<file path="config.mk">
export PLATFORM = sky130hd
export DESIGN_NAME = softex_out_packer_flat
export DESIGN_NICKNAME = d
export VERILOG_FILES = /design/src/rtl/softex_out_packer_pkg.sv /design/src/rtl/softex_out_packer_if.sv /design/src/rtl/softex_out_packer_lane_sel.sv /design/src/rtl/softex_out_packer.sv /design/src/flat_wrapper.sv
export SDC_FILE = /design/constraint.sdc
export NUM_CORES = 2
export LEC_CHECK = 0
export CORE_MARGIN = 1.5
export CORE_UTILIZATION = 39
export CTS_CLUSTER_DIAMETER = 30
export DETAILED_ROUTE_END_ITERATION = 16
export SYNTH_ARGS = -nofsm -noshare
export SYNTH_HDL_FRONTEND = slang
export SYNTH_SLANG_ARGS = --single-unit
</file>
<file path="constraint.sdc">
create_clock -name clk_i -period 25.8 [get_ports clk_i]
set_input_delay 5.16 -clock clk_i [delete_from_list [all_inputs] [get_ports clk_i]]
set_output_delay 5.16 -clock clk_i [all_outputs]
set_load 0.02 [all_outputs]
</file>
<file path="src/rtl/softex_out_packer_pkg.sv">
// softex_pkg: shared packer state type and default beat/word widths.
package softex_pkg;
    localparam int DEF_IN_DW     = 64;
    localparam int DEF_ACTUAL_DW = 256;
    typedef enum logic [1:0] {IDLE, PACK, DRAIN, DONE} packer_state_t;
endpackage

</file>
<file path="src/rtl/softex_out_packer_if.sv">
// hwpe_stream_intf_stream: valid/ready stream with byte strobes.
interface hwpe_stream_intf_stream #(
    parameter int DATA_WIDTH = 64
) ();
    logic                    valid;
    logic                    ready;
    logic [DATA_WIDTH-1:0]   data;
    logic [DATA_WIDTH/8-1:0] strb;
    modport source (output valid, data, strb, input ready);
    modport sink   (input valid, data, strb, output ready);
    modport master (output valid, data, strb, input ready);
    modport slave  (input valid, data, strb, output ready);
endinterface

</file>
<file path="src/rtl/softex_out_packer_lane_sel.sv">
// softex_out_packer_lane_sel: decodes a lane index into data and strobe write masks.
module softex_out_packer_lane_sel #(
    parameter int IN_DW     = 64,
    parameter int ACTUAL_DW = 256,
    parameter int LANE_W    = 2
) (
    input  logic [LANE_W-1:0]      lane,
    output logic [ACTUAL_DW-1:0]   data_mask,
    output logic [ACTUAL_DW/8-1:0] strb_mask
);
    for (genvar i = 0; i < ACTUAL_DW / IN_DW; i++) begin : g_lane
        assign data_mask[i*IN_DW +: IN_DW]         = {IN_DW{lane == LANE_W'(i)}};
        assign strb_mask[i*IN_DW/8 +: IN_DW/8]     = {(IN_DW/8){lane == LANE_W'(i)}};
    end
endmodule

</file>
<file path="src/rtl/softex_out_packer.sv">
// softex_out_packer: packs IN_DW result beats into strobed ACTUAL_DW store words,
// with a double-buffered assembly/output pair so one beat per cycle is sustained.
module softex_out_packer
    import softex_pkg::*;
#(
    parameter int IN_DW     = DEF_IN_DW,
    parameter int ACTUAL_DW = DEF_ACTUAL_DW,
    parameter int LEN_W     = 16
) (
    input  logic                   clk_i,
    input  logic                   rst_i,
    input  logic                   clear_i,
    input  logic                   enable_i,
    input  logic                   start_i,
    input  logic [LEN_W-1:0]       len_i,
    hwpe_stream_intf_stream.sink   stream_i,
    hwpe_stream_intf_stream.source stream_o,
    output logic                   busy_o,
    output logic                   done_o
);
    localparam int RATIO  = ACTUAL_DW / IN_DW;
    localparam int SW     = ACTUAL_DW / 8;
    localparam int LANE_W = RATIO > 1 ? $clog2(RATIO) : 1;

    packer_state_t state, state_nxt;
    logic [LEN_W-1:0] beat_cnt, beat_cnt_nxt, len_q;
    logic [ACTUAL_DW-1:0] asm_d, asm_d_nxt, out_d, out_d_nxt, base_d, cur_d, dmask;
    logic [SW-1:0] asm_s, asm_s_nxt, out_s, out_s_nxt, base_s, cur_s, smask;
    logic asm_pend, asm_pend_nxt, out_full, out_full_nxt;
    logic [LANE_W-1:0] lane;
    logic in_hs, out_hs, can_take, go, last, beat_done, move_pend, load_new;

    softex_out_packer_lane_sel #(.IN_DW(IN_DW), .ACTUAL_DW(ACTUAL_DW), .LANE_W(LANE_W)) lane_sel (
        .lane(lane), .data_mask(dmask), .strb_mask(smask)
    );

    assign in_hs     = stream_i.valid && stream_i.ready;
    assign out_hs    = out_full && stream_o.ready;
    assign can_take  = !out_full || out_hs;
    assign go        = state == IDLE && start_i;
    assign lane      = LANE_W'(beat_cnt % LEN_W'(RATIO));
    assign last      = beat_cnt == len_q - LEN_W'(1);
    assign beat_done = in_hs && (lane == LANE_W'(RATIO - 1) || last);
    assign move_pend = asm_pend && can_take;
    assign load_new  = !asm_pend && beat_done && can_take;

    assign stream_o.valid = out_full;
    assign stream_o.data  = out_d;
    assign stream_o.strb  = out_s;

    always_ff @(posedge clk_i or posedge rst_i) begin
        if (rst_i) state <= IDLE;
        else state <= state_nxt;
    end

    always_comb begin
        state_nxt = state;
        if (clear_i) state_nxt = IDLE;
        else if (state == IDLE && start_i) state_nxt = len_i != '0 ? PACK : DONE;
        else if (state == PACK && in_hs && last) state_nxt = DRAIN;
        else if (state == DRAIN && !asm_pend && can_take) state_nxt = DONE;
        else if (state == DONE) state_nxt = IDLE;
    end

    always_comb begin
        busy_o         = state != IDLE;
        done_o         = state == DONE && !clear_i;
        stream_i.ready = state == PACK && enable_i && !(asm_pend && !can_take);
    end

    // A pending complete word always leaves first; a word completed behind it waits in assembly.
    always_comb begin
        base_d       = asm_pend ? '0 : asm_d;
        base_s       = asm_pend ? '0 : asm_s;
        cur_d        = in_hs ? base_d | ({RATIO{stream_i.data}} & dmask) : base_d;
        cur_s        = in_hs ? base_s | smask : base_s;
        asm_d_nxt    = clear_i || load_new ? '0 : (asm_pend && !can_take) ? asm_d : cur_d;
        asm_s_nxt    = clear_i || load_new ? '0 : (asm_pend && !can_take) ? asm_s : cur_s;
        asm_pend_nxt = !clear_i && (asm_pend ? (!can_take || beat_done) : (beat_done && !can_take));
        out_d_nxt    = clear_i ? '0 : move_pend ? asm_d : load_new ? cur_d : out_hs ? '0 : out_d;
        out_s_nxt    = clear_i ? '0 : move_pend ? asm_s : load_new ? cur_s : out_hs ? '0 : out_s;
        out_full_nxt = !clear_i && (move_pend || load_new || (out_full && !out_hs));
        beat_cnt_nxt = clear_i || go ? '0 : in_hs ? beat_cnt + LEN_W'(1) : beat_cnt;
    end

    always_ff @(posedge clk_i or posedge rst_i) begin
        if (rst_i) begin
            beat_cnt <= '0;
            len_q    <= '0;
            asm_d    <= '0;
            asm_s    <= '0;
            asm_pend <= 1'b0;
            out_d    <= '0;
            out_s    <= '0;
            out_full <= 1'b0;
        end else begin
            beat_cnt <= beat_cnt_nxt;
            len_q    <= go ? len_i : len_q;
            asm_d    <= asm_d_nxt;
            asm_s    <= asm_s_nxt;
            asm_pend <= asm_pend_nxt;
            out_d    <= out_d_nxt;
            out_s    <= out_s_nxt;
            out_full <= out_full_nxt;
        end
    end
endmodule

</file>
<file path="src/flat_wrapper.sv">
// flat-port wrapper written by rule: the top's interface ports become plain ports
module softex_out_packer_flat import softex_pkg::*;
#(
    parameter int IN_DW     = DEF_IN_DW,
    parameter int ACTUAL_DW = DEF_ACTUAL_DW,
    parameter int LEN_W     = 16
)
  (clk_i, rst_i, clear_i, enable_i, start_i, len_i, busy_o, done_o, stream_i_valid, stream_i_data, stream_i_strb, stream_i_ready, stream_o_valid, stream_o_data, stream_o_strb, stream_o_ready);
  hwpe_stream_intf_stream #(.DATA_WIDTH(IN_DW)) stream_i_i ();
  hwpe_stream_intf_stream #(.DATA_WIDTH(ACTUAL_DW)) stream_o_i ();
  input  logic clk_i;
  input  logic rst_i;
  input  logic clear_i;
  input  logic enable_i;
  input  logic start_i;
  input  logic [LEN_W-1:0] len_i;
  output logic busy_o;
  output logic done_o;
  input wire logic [$bits(stream_i_i.valid)-1:0] stream_i_valid;
  input wire logic [$bits(stream_i_i.data)-1:0] stream_i_data;
  input wire logic [$bits(stream_i_i.strb)-1:0] stream_i_strb;
  output wire logic [$bits(stream_i_i.ready)-1:0] stream_i_ready;
  output wire logic [$bits(stream_o_i.valid)-1:0] stream_o_valid;
  output wire logic [$bits(stream_o_i.data)-1:0] stream_o_data;
  output wire logic [$bits(stream_o_i.strb)-1:0] stream_o_strb;
  input wire logic [$bits(stream_o_i.ready)-1:0] stream_o_ready;
  assign stream_i_i.valid = stream_i_valid;
  assign stream_i_i.data = stream_i_data;
  assign stream_i_i.strb = stream_i_strb;
  assign stream_i_ready = stream_i_i.ready;
  assign stream_o_valid = stream_o_i.valid;
  assign stream_o_data = stream_o_i.data;
  assign stream_o_strb = stream_o_i.strb;
  assign stream_o_i.ready = stream_o_ready;
  softex_out_packer #(.IN_DW(IN_DW), .ACTUAL_DW(ACTUAL_DW), .LEN_W(LEN_W)) u_core (.clk_i(clk_i), .rst_i(rst_i), .clear_i(clear_i), .enable_i(enable_i), .start_i(start_i), .len_i(len_i), .stream_i(stream_i_i), .stream_o(stream_o_i), .busy_o(busy_o), .done_o(done_o));
endmodule
</file>
==> flow_metrics.py <==
metrics = {
    "routing": {
        "drtAntennaViolNets": 0,
        "wl_um": 78500,
        "vias": 19066,
        "vias_per_cell": 5.73,
        "drc": 0,
        "drt_pass1_iterations": 5,
        "wl_per_cell_um": 23.6,
        "drt_iter0_drc": 1447,
    },
    "clock_tree": {
        "ctsResizeCount": 0,
        "htreeDepth": 4,
        "clock_path_buffers": 3,
        "numCtsBuffers": 136,
        "insertion_delay_ps": 690,
        "cts_sinks": 612,
        "cts.hold.buffers_added": 0,
        "cts_tree": "yes",
        "post_cts_buffers": 0,
        "clkTransAtPathRegs_ps": 40,
        "cts_root_buf": "clkbuf_16",
    },
    "logic_synthesis": {
        "synth_top_family_by_area": "compound AO/OA/AOI/OAI gates",
        "synthAdderAreaFrac": 0.00251,
        "synth_area_leaders": "dfrtp_1 (62%), o2bb2ai_1 (15%), a21oi_1 (4.3%)",
        "synthXorXnorAreaFrac": 0.0102,
        "yosys-mux-area-fraction": 0.00699,
        "yosys.area_share.simple": 0.0590,
        "synth_nets": 2101,
        "synth_seq_cells": 612,
        "seq_area_frac_synth": 0.615,
        "synthArstFlopShare": 1.00,
        "syn_inst": 2001,
        "syn_area_um2": 24900,
        "synth_top_area_share": 0.615,
        "synth_area_leader_cell": "dfrtp_1",
        "synth-compound-area-share": 0.266,
        "yosys_warnings": 0,
        "netlist-cell-type-count": 64,
        "synth_edf_count": 0,
        "avgSynthCellArea_um2": 12.4,
        "synthFlopType": "dfrtp_1",
    },
    "worst_setup_path": {
        "slowest_stage": "nor2b_1",
        "r2r_start": "u_core.stream_o.valid",
        "crit_end": "stream_i_ready",
        "r2r_end": "u_core.stream_o.data[225]",
        "criticalPathCategory": "in -> out",
        "cp_cell_sequence": "clkdlybuf4s50_1, nor2b_1, a211oi_1, clkdlybuf4s50_1",
        "start_kind": "input pin",
        "max_stage_delay_ps": 600,
        "critical_path_required_ps": 20640,
        "crit_fanout": 9,
        "cpMostUsedCell": "clkdlybuf4s50_1",
        "rrSetupSlack_ps": 20830,
        "worstSetupEndpointType": "primary output",
        "crit_start": "stream_o_ready",
        "reg2reg_depth": 9,
        "crit_arrival_ps": 6940,
    },
    "finish": {
        "layout-drive-gt1-share": 0.127,
        "antenna-diode-count": 0,
        "finalCoreUtilization": 0.541,
        "area_delta_synth_final_pct": 37.2,
        "nNetsFinal": 2472,
    },
    "timing": {
        "clock.fmax_ghz": 0.0826,
        "rsz0062_at_grt": "false",
        "finalSetupViolations": 0,
        "worst_pin_slew_ps": 1190,
        "maxSlewViolCount": 0,
        "hold_viol": 0,
        "setup_tns_ps": 0,
        "period_share": 0.469,
        "worst_slack_ps": 13700,
        "slew-limit-headroom": 0.204,
        "fin_skew_ps": 22.7,
        "min_period_ps": 12100,
    },
    "place": {
        "numPortBuffers": 378,
        "post-place-ws_ps": 13690,
        "dp_hpwl_um": 46000,
        "place_congestion": 0.840,
    },
    "outcome": {
        "outcome": "completed",
    },
    "floorplan": {
        "die_w_um": 256,
        "io_pins": 387,
        "core_area_um2": 63100,
        "die_area_um2": 65300,
        "initial_core_util": 0.395,
        "fp.dieH_um": 256,
        "fp-row-count": 92,
    },
    "power": {
        "leakagePower_nw": 14.5,
        "power_density_nw_per_um2": 85.9,
        "vdd_drop_max_uv": 50.7,
    },
    "grt": {
        "antenna_found_initial": 1,
        "grt_remaining_overflow": 0,
        "grt_pass1_wl_um": 123000,
        "groute.usage.overall": 0.240,
        "grt_start_max_net_pins": 158,
        "grt_pass1_vias": 19973,
    },
    "min_path": {
        "min_path_type": "reg -> reg",
    },
    "run": {
        "maxCapViolations": 0,
    },
}
layer usage:
metal,routed length (µm),vias up,track usage
li1,-,8422,-
met1,34200,9891,0.324
met2,36900,627,0.375
met3,5490,124,0.0635
met4,1890,2,0.0843
met5,17,-,0
cell usage in the layout (no fill, tap or decap), types with 29 or more instances in the layout:
cell / Yosys / routed
clkbuf_16: 0 / 141
dfrtp_1: 612 / 612
nand2_1: 103 / 103
buf_4: 7 / 31
a21oi_1: 214 / 209
o2bb2ai_1: 417 / 417
a221o_1: 72 / 72
clkdlybuf4s50_1: 0 / 378
a22o_1: 64 / 64
clkbuf_8: 0 / 29
nor2_1: 38 / 34
and2_1: 66 / 66
inv_1: 33 / 32
o211ai_1: 32 / 32
state kept, by name, indices dropped and copies added, names as in the netlist:
name	cells
u_core.asm_s	32
u_core.state	2
u_core.stream_o.data	256
u_core.stream_o.strb	32
u_core.stream_o.valid	1
u_core.len_q	16
u_core.asm_d	256
u_core.beat_cnt	16
u_core.asm_pend	1
area by class of cell:
type / instances / area (µm²)
Tap cell: 846 / 1060
Fill cell: 5316 / 28900
Timing Repair Buffer: 410 / 4040
Multi-Input combinational cell: 1179 / 8710
Sequential cell: 612 / 15300
Inverter: 33 / 131
Clock inverter: 72 / 951
Clock buffer: 175 / 3950
worst max-delay path, delay by kind of cell:
family | cells | cell delay, ps
simple gates | 1 | 600
compound gates | 1 | 190
buf+inv | 2 | 990
metrics by stage:
step	total power, mW	instance area, µm²	hold WS [ps]	instances
after floorplan	1.08	24900	456	2001
after CTS	2.96	34100	486	3327
after global placement	1.13	29200	471	3080
after global routing	3.03	34100	498	3327
after detailed placement	1.13	29200	473	3080
final	2.93	34100	483	3327
power breakdown:
part | switching, mW | total, mW | internal [mW]
clock | 0.557 | 1.81 | 1.26
sequential | 0.0159 | 0.989 | 0.973
combinational | 0.0869 | 0.130 | 0.0429
total | 0.660 | 2.93 | 2.27
cells by family after synthesis:
family / after synthesis
flip-flops: 612
buffers and inverters: 210
multiplexers: 16
AND/OR/NAND/NOR: 279
AO/OA/AOI/OAI: 850
adder cells (fa/ha/maj): 5
XOR/XNOR: 29
cells in the mapped netlist, types with 3 or more instances:
cell type,number
o21ai_0,13
buf_6,9
nor2_1,38
clkbuf_1,75
a221o_1,72
buf_2,82
a21o_1,11
and2_1,66
xor2_1,12
o21ai_1,4
buf_4,7
mux2_2,11
nand2_1,103
o2bb2ai_1,417
and4_1,3
or4_1,3
or3_1,6
nand4_1,7
nor4_1,6
mux2i_1,5
nor3_1,11
dfrtp_1,612
inv_1,33
a21oi_1,214
nand2b_1,5
nor2b_1,6
a22o_1,64
xnor2_1,17
a211oi_1,3
buf_1,4
ha_1,5
o211ai_1,32
nand3_1,7
worst min-delay path by stage:
stage / start / slack, ps / to / cells past startpoint
finish: u_core.asm_s[15] / 480 / u_core.asm_s[15] / 1
global route: u_core.asm_d[34] / 500 / u_core.asm_d[34] / 1
CTS: u_core.stream_o.data[109] / 490 / u_core.stream_o.data[109] / 1
detailed placement: u_core.stream_o.data[105] / 470 / u_core.stream_o.data[105] / 1
global placement: u_core.asm_d[145] / 470 / u_core.asm_d[145] / 1
floorplan: u_core.asm_s[0] / 460 / u_core.asm_s[0] / 1
(Power assumes the default switching activity.)
